File: src/rtl/cpu_board_pkg.sv
// Shared encodings for the board-level CPU run controller: FSM states,
// LED display selects and the default halt opcode.
package cpu_board_pkg;

  typedef enum logic [1:0] {
    ST_PAUSE  = 2'b00,
    ST_RUN    = 2'b01,
    ST_HALTED = 2'b10
  } run_state_e;

  localparam logic [1:0] DISP_REGS   = 2'd0;
  localparam logic [1:0] DISP_PC     = 2'd1;
  localparam logic [1:0] DISP_COUNT  = 2'd2;
  localparam logic [1:0] DISP_STATUS = 2'd3;

  localparam logic [31:0] HALT_INST_DEFAULT = 32'h0000_000C;

endpackage

File: src/rtl/btn_debounce.sv
// Front-panel button conditioner: 2-flop synchroniser, stable-level counter,
// and a single-cycle pulse on each accepted rising edge.
module btn_debounce #(
  parameter int unsigned DB_CYCLES = 50000
) (
  input  logic i_clk,
  input  logic i_rst_n,
  input  logic i_btn,
  output logic o_press
);

  localparam int unsigned CW = $clog2(DB_CYCLES + 1);

  logic [1:0]    r_sync;
  logic          r_level;
  logic [CW-1:0] r_cnt;
  logic          w_accept;

  // The counter only runs while the synchronised input disagrees with the
  // accepted level, so any bounce back to the old level restarts it.
  assign w_accept = (r_sync[1] != r_level) && (r_cnt == CW'(DB_CYCLES - 1));
  assign o_press  = w_accept & r_sync[1];

  always_ff @(posedge i_clk or negedge i_rst_n) begin
    if (!i_rst_n) begin
      r_sync  <= '0;
      r_level <= 1'b0;
      r_cnt   <= '0;
    end else begin
      r_sync <= {r_sync[0], i_btn};
      if (r_sync[1] == r_level) begin
        r_cnt <= '0;
      end else if (w_accept) begin
        r_level <= r_sync[1];
        r_cnt   <= '0;
      end else begin
        r_cnt <= r_cnt + CW'(1);
      end
    end
  end

endmodule

File: src/rtl/cpu_run_ctrl.sv
// Run/step/breakpoint sequencer for the single-cycle CPU: produces the one-clock
// commit enable, counts retired instructions and drives the 8 front-panel LEDs.
module cpu_run_ctrl
  import cpu_board_pkg::*;
#(
  parameter int unsigned DIV_WIDTH = 24,
  parameter int unsigned DB_CYCLES = 50000,
  parameter int unsigned CNT_WIDTH = 16,
  parameter logic [31:0] HALT_INST = HALT_INST_DEFAULT
) (
  input  logic                 clk,
  input  logic                 reset,
  input  logic                 run_btn,
  input  logic                 step_btn,
  input  logic                 bp_en,
  input  logic [31:0]          bp_addr,
  input  logic [31:0]          pc,
  input  logic [31:0]          inst,
  input  logic [1:0]           disp_sel,
  input  logic [7:0]           reg_view,
  output logic                 cpu_en,
  output logic [1:0]           state,
  output logic [CNT_WIDTH-1:0] inst_count,
  output logic [7:0]           led
);

  run_state_e           r_state, w_state_nxt;
  logic                 r_cpu_en, w_en_nxt;
  logic                 r_skip_bp, w_skip_nxt;
  logic [DIV_WIDTH-1:0] r_tick_cnt;
  logic [CNT_WIDTH-1:0] r_inst_count;
  logic [7:0]           r_led;
  logic [7:0]           w_cnt_led;
  logic                 w_run_press, w_step_press, w_tick, w_bp_hit, w_halt_inst;

  btn_debounce #(.DB_CYCLES(DB_CYCLES)) u_db_run (
    .i_clk(clk), .i_rst_n(reset), .i_btn(run_btn), .o_press(w_run_press)
  );

  btn_debounce #(.DB_CYCLES(DB_CYCLES)) u_db_step (
    .i_clk(clk), .i_rst_n(reset), .i_btn(step_btn), .o_press(w_step_press)
  );

  assign w_tick      = &r_tick_cnt;
  assign w_halt_inst = (inst == HALT_INST);
  assign w_bp_hit    = bp_en && (pc == bp_addr) && !r_skip_bp;

  always_comb begin
    w_state_nxt = r_state;
    w_en_nxt    = 1'b0;
    w_skip_nxt  = r_skip_bp;
    case (r_state)
      ST_PAUSE: begin
        if (w_run_press) begin
          w_state_nxt = ST_RUN;
          w_skip_nxt  = 1'b1;
        end else if (w_step_press && !w_halt_inst) begin
          w_en_nxt   = 1'b1;
          w_skip_nxt = 1'b1;
        end
      end
      ST_RUN: begin
        if (w_run_press) begin
          w_state_nxt = ST_PAUSE;
        end else if (w_tick) begin
          if (w_halt_inst) begin
            w_state_nxt = ST_HALTED;
          end else if (w_bp_hit) begin
            w_state_nxt = ST_PAUSE;
          end else begin
            w_en_nxt   = 1'b1;
            w_skip_nxt = 1'b0;
          end
        end
      end
      ST_HALTED: ;
      default: w_state_nxt = ST_PAUSE;
    endcase
  end

  always_ff @(posedge clk or negedge reset) begin
    if (!reset) begin
      r_state      <= ST_PAUSE;
      r_cpu_en     <= 1'b0;
      r_skip_bp    <= 1'b1;
      r_tick_cnt   <= '0;
      r_inst_count <= '0;
    end else begin
      r_state    <= w_state_nxt;
      r_cpu_en   <= w_en_nxt;
      r_skip_bp  <= w_skip_nxt;
      r_tick_cnt <= r_tick_cnt + DIV_WIDTH'(1);
      // Count moves with the enable so both are visible in the same cycle.
      if (w_en_nxt) r_inst_count <= r_inst_count + CNT_WIDTH'(1);
    end
  end

  generate
    if (CNT_WIDTH >= 8) begin : g_cnt_wide
      assign w_cnt_led = r_inst_count[7:0];
    end else begin : g_cnt_narrow
      assign w_cnt_led = {{(8 - CNT_WIDTH){1'b0}}, r_inst_count};
    end
  endgenerate

  always_ff @(posedge clk or negedge reset) begin
    if (!reset) begin
      r_led <= '0;
    end else begin
      case (disp_sel)
        DISP_REGS:  r_led <= reg_view;
        DISP_PC:    r_led <= pc[7:0];
        DISP_COUNT: r_led <= w_cnt_led;
        default:    r_led <= {r_state, bp_en, r_skip_bp, 4'b0000};
      endcase
    end
  end

  assign cpu_en     = r_cpu_en;
  assign state      = r_state;
  assign inst_count = r_inst_count;
  assign led        = r_led;

endmodule

File: config.mk
export PLATFORM = sky130hd
export DESIGN_NAME = cpu_run_ctrl
export DESIGN_NICKNAME = d
export VERILOG_FILES = /design/src/rtl/cpu_board_pkg.sv /design/src/rtl/btn_debounce.sv /design/src/rtl/cpu_run_ctrl.sv
export SDC_FILE = /design/constraint.sdc
export NUM_CORES = 1
export LEC_CHECK = 0
export ABC_CLOCK_PERIOD_IN_PS = 5800
export CAP_MARGIN = 10
export CORE_ASPECT_RATIO = 1.25
export CORE_MARGIN = 8
export CORE_UTILIZATION = 28
export CTS_BUF_LIST = sky130_fd_sc_hd__clkbuf_2 sky130_fd_sc_hd__clkbuf_4 sky130_fd_sc_hd__clkbuf_8
export CTS_CLUSTER_SIZE = 28
export DETAILED_ROUTE_END_ITERATION = 10
export PLACE_DENSITY_LB_ADDON = 0.25
export SYNTH_ARGS = -nofsm -noshare
export SYNTH_HDL_FRONTEND = slang
export SYNTH_HIERARCHICAL = 1
export SYNTH_SLANG_ARGS = --single-unit
File: constraint.sdc
create_clock -name clk -period 5.8 [get_ports clk]
set_input_delay 1.74 -clock clk [delete_from_list [all_inputs] [get_ports clk]]
set_output_delay 1.74 -clock clk [all_outputs]
set_load 0.01 [all_outputs]
==> impl_table.tex <==
\begin{tabular}{lr}
\hline
Metric & Value \\
\hline
\multicolumn{2}{l}{\textbf{Floorplanning}} \\
Initial standard-cell utilization of the core & around 28\% \\
Die outline area & 21900 sq um \\
Core Area & 17200 sq um \\
I/O pin count & 138 \\
Floorplan row count & 54 \\
Floorplan die height & 163 um \\
Die width & 134 um \\
\multicolumn{2}{l}{\textbf{Timing}} \\
Worst hold slack across all endpoints & 358 ps \\
Worst-case clock skew & around 14 ps \\
Shortest period the worst path allows & approximately 3700 ps \\
Setup total negative slack & 0 ps \\
Worst Tran Pin Value & 1020 ps \\
Top achievable clock speed & 268 MHz \\
Count of endpoints failing setup in the final report & 0 \\
Unrepaired setup endpoints after global routing & false \\
Share of the cycle needed by the critical path after routing & 64.4\% \\
Final number of hold-violating endpoints & 0 \\
Slew Limit Headroom & approximately a third \\
Max-slew violations & 0 \\
\multicolumn{2}{l}{\textbf{Power and ir drop}} \\
PnR Total Power & 1270 uW \\
P\_leak & 0.00260 uW \\
Maximum ir drop on the vdd rail & roughly 0.14 mV \\
Power Dens Cells & 190 nW/um\^{}2 \\
\multicolumn{2}{l}{\textbf{Run}} \\
Max-cap violations & 0 \\
\multicolumn{2}{l}{\textbf{Placed design}} \\
Count of input and output buffers & 137 \\
DPL Wire Length & roughly 11 mm \\
Area after detailed placement & 6460 sq um \\
Final weighted congestion of routability-driven global placement & 0.790 \\
\multicolumn{2}{l}{\textbf{Yosys}} \\
Number of enable flip-flop cells after synthesis & 0 \\
Share of the yosys chip area belonging to registers & 46.3\% \\
Synth top cells by count & sky130\_fd\_sc\_hd\_\_dfrtp\_1, sky130\_fd\_sc\_hd\_\_xnor2\_1, sky130\_fd\_sc\_hd\_\_nor2\_1, sky130\_fd\_sc\_hd\_\_nand2\_1, sky130\_fd\_sc\_hd\_\_nand4\_1 \\
Multiplexer area fraction after synthesis & under 10\% \\
Synth Area in XOR/XNOR & 17.5\% \\
Post-synthesis share of cell area spent on and, or, nand and nor gates & 23.3\% \\
Ys async rst share & 100\% \\
Cells after synthesis & between 400 and 500 \\
Total nets after synthesis & between 500 and 600 \\
Proportion of netlist area held by the largest area contributor & approximately 46\% \\
Dominant register cell in the synthesized netlist & sky130\_fd\_sc\_hd\_\_dfrtp\_1 \\
Synthesized area per cell & $\sim$11 sq um \\
Dominant cell by count in the synthesized netlist & sky130\_fd\_sc\_hd\_\_dfrtp\_1 \\
Fraction of the mapped netlist area in adder cells & roughly 1.0\% \\
Area fraction in compound gates after synthesis & 6.12\% \\
Top post-synthesis cells by area & sky130\_fd\_sc\_hd\_\_dfrtp\_1, sky130\_fd\_sc\_hd\_\_xnor2\_1, sky130\_fd\_sc\_hd\_\_nor2\_1, sky130\_fd\_sc\_hd\_\_xor2\_1, sky130\_fd\_sc\_hd\_\_nand4\_1 \\
Dominant combinational cell family by area after synthesis & simple AND/OR/NAND/NOR gates \\
FF+latch count, synth & 90 \\
Synth cell types & 51 \\
Synth Cell Area & 4870 sq um \\
Synth area leader & sky130\_fd\_sc\_hd\_\_dfrtp\_1 \\
Count of synthesis-stage warnings from yosys & 6 \\
\multicolumn{2}{l}{\textbf{GRT}} \\
Maximum number of pins on one net before global-route repair & 52 \\
Initial antenna violation count & 0 \\
Overall overflow remaining after global route & 0 \\
Via count of the first global-routing pass & 4157 \\
All-Layer GR Usage & 12.8\% \\
Wire length of the first global-routing pass & 21.9 mm \\
\multicolumn{2}{l}{\textbf{Route}} \\
WL final & around 13 mm \\
Via/cell ratio & roughly 4.6 \\
First-pass detailed-route iteration total & 5 \\
Count of nets left with antenna violations after detail routing & 0 \\
WL/cell & 16.6 um \\
First-iteration detailed-routing DRC count & 162 \\
Via count of the routed design & 3724 \\
DRC violations left & 0 \\
\multicolumn{2}{l}{\textbf{Final layout}} \\
Filler cell count in the final layout & 1718 \\
Count of inserted antenna diode cells & 0 \\
Number of nets at the end of the flow & 694 \\
Layout Area Growth over Synthesis & 37.2\% \\
Final core area utilization & 38.8\% \\
Share of final-layout standard cells stronger than drive strength 1 & 11.5\% \\
Design area & 6680 sq um \\
\multicolumn{2}{l}{\textbf{Setup path}} \\
R2R Setup Slk & 2700 ps \\
Crit-path max cell delay & 430 ps \\
Data arrival, critical path & 3990 ps \\
Required time reported for the critical path endpoint & 6050 ps \\
Crit path kind & input pin to register \\
Max stage delay cell, worst path & sky130\_fd\_sc\_hd\_\_clkdlybuf4s50\_1 \\
Cell breakdown of the critical path & clkdlybuf4s50\_1 -> xnor2\_1 -> nand4\_1 -> nor4\_4 -> a41oi\_4 -> o21ai\_2 -> mux2\_1 \\
Startpoint kind of the worst setup timing path & input pin \\
CP max FO & 15 \\
Capturing element type of the critical path & register \\
Worst-case reg-to-reg path depth & 7 \\
\multicolumn{2}{l}{\textbf{Hold path}} \\
Worst min-delay path class & register to register \\
Hold depth & 0 \\
\multicolumn{2}{l}{\textbf{Clock tree}} \\
Clock tree root buffer cell & sky130\_fd\_sc\_hd\_\_clkbuf\_8 \\
Number of buffers created by CTS & 9 \\
\# resized after CTS & 0 \\
Number of H-tree levels & 3 \\
Max clock buf depth & 2 \\
Latest clock arrival within the worst-skew pair & about 370 ps \\
Number of buffers inserted to repair setup after CTS & 0 \\
TritonCTS clock tree & built \\
Clock-pin slew on the worst setup and hold paths & approximately 80 ps \\
Post-CTS Hold Buffers & 0 \\
Sinks on Clock Net & 90 \\
\multicolumn{2}{l}{\textbf{Status}} \\
Result of the run & finished clean \\
\hline
\end{tabular}
## path summary, 6_finish.rpt
kind                                           from             endpoint
worst min register to register  u_db_step/r_sync[0]  u_db_step/r_sync[1]
max in group asynchronous                     reset  u_db_step/r_sync[0]
worst min-delay path            u_db_step/r_sync[0]  u_db_step/r_sync[1]
worst max register to register   u_db_step/r_cnt[0]        inst_count[1]
min in group asynchronous                     reset               led[5]
worst max-delay path                          pc[2]        inst_count[1]
## per-stage QoR
stage | setup WS (ps) | instances
finish | 2060 | 807
global route | 1910 | 807
CTS | 2050 | 807
detailed placement | 1650 | 792
global placement | 1670 | 792
floorplan | 2580 | 441
## power by group
part	internal, uW	total, uW	switching [uW]
sequential	635	642	6.54
combinational	96.6	151	54.5
clock	251	473	221
total	983	1270	282
## placed cells by master, fill, tap and decap left out, types with 6 or more instances in the layout
master,netlist,routed
sky130_fd_sc_hd__nor2_1,42,42
sky130_fd_sc_hd__inv_1,12,12
sky130_fd_sc_hd__dfrtp_1,89,89
sky130_fd_sc_hd__nand4_1,21,21
sky130_fd_sc_hd__o2111ai_2,8,8
sky130_fd_sc_hd__nor3_1,17,17
sky130_fd_sc_hd__clkdlybuf4s50_1,0,136
sky130_fd_sc_hd__nand3_1,19,19
sky130_fd_sc_hd__xnor2_1,80,80
sky130_fd_sc_hd__nor4_1,8,8
sky130_fd_sc_hd__nand4_2,6,6
sky130_fd_sc_hd__xor2_1,17,17
sky130_fd_sc_hd__clkbuf_8,0,10
sky130_fd_sc_hd__nand2_1,24,24
sky130_fd_sc_hd__and3_1,14,14
## cell families after synthesis
| kind of cell | count (synthesis) |
|---|---|
| AO/OA/AOI/OAI | 29 |
| XOR/XNOR | 97 |
| adder cells (fa/ha/maj) | 4 |
| buffers and inverters | 23 |
| flip-flops | 90 |
| multiplexers | 11 |
| AND/OR/NAND/NOR | 187 |
## sequential cells by signal, indices dropped and copies added (netlist names)
register / cells
r_tick_cnt: 24
inst_count: 16
u_db_run/r_cnt: 16
u_db_step/r_cnt: 16
led: 8
state: 2
u_db_run/r_sync: 2
u_db_step/r_sync: 2
cpu_en: 1
r_skip_bp: 1
u_db_run/r_level: 1
u_db_step/r_level: 1
## final cells by class
cell class | count | area, sq um | share of cell area [%]
clock buffer | 10 | 138 | 2.06
timing repair buffer | 138 | 1380 | 20.6
clock inverter | 5 | 78.8 | 1.18
sequential | 90 | 2250 | 33.8
tap | 224 | 280 | 4.20
multi-input combinational | 328 | 2500 | 37.5
inverter | 12 | 45.0 | 0.675
## critical path, delay by kind of cell
family	cells	cell delay, ps
compound gates	2	680
simple gates	2	560
buf+inv	1	430
mux	1	340
xor+xnor	1	220
## routing by layer
layer | vias to the layer above | wire (um) | global-route usage [%]
met4 | 0 | 284 | 4.40
met3 | 21 | 848 | 4.49
met1 | 1790 | 5330 | 13.9
li1 | 1846 | - | -
met2 | 67 | 6920 | 22.6
met5 | - | 0 | 0
Power figures use the tool's default switching activity.
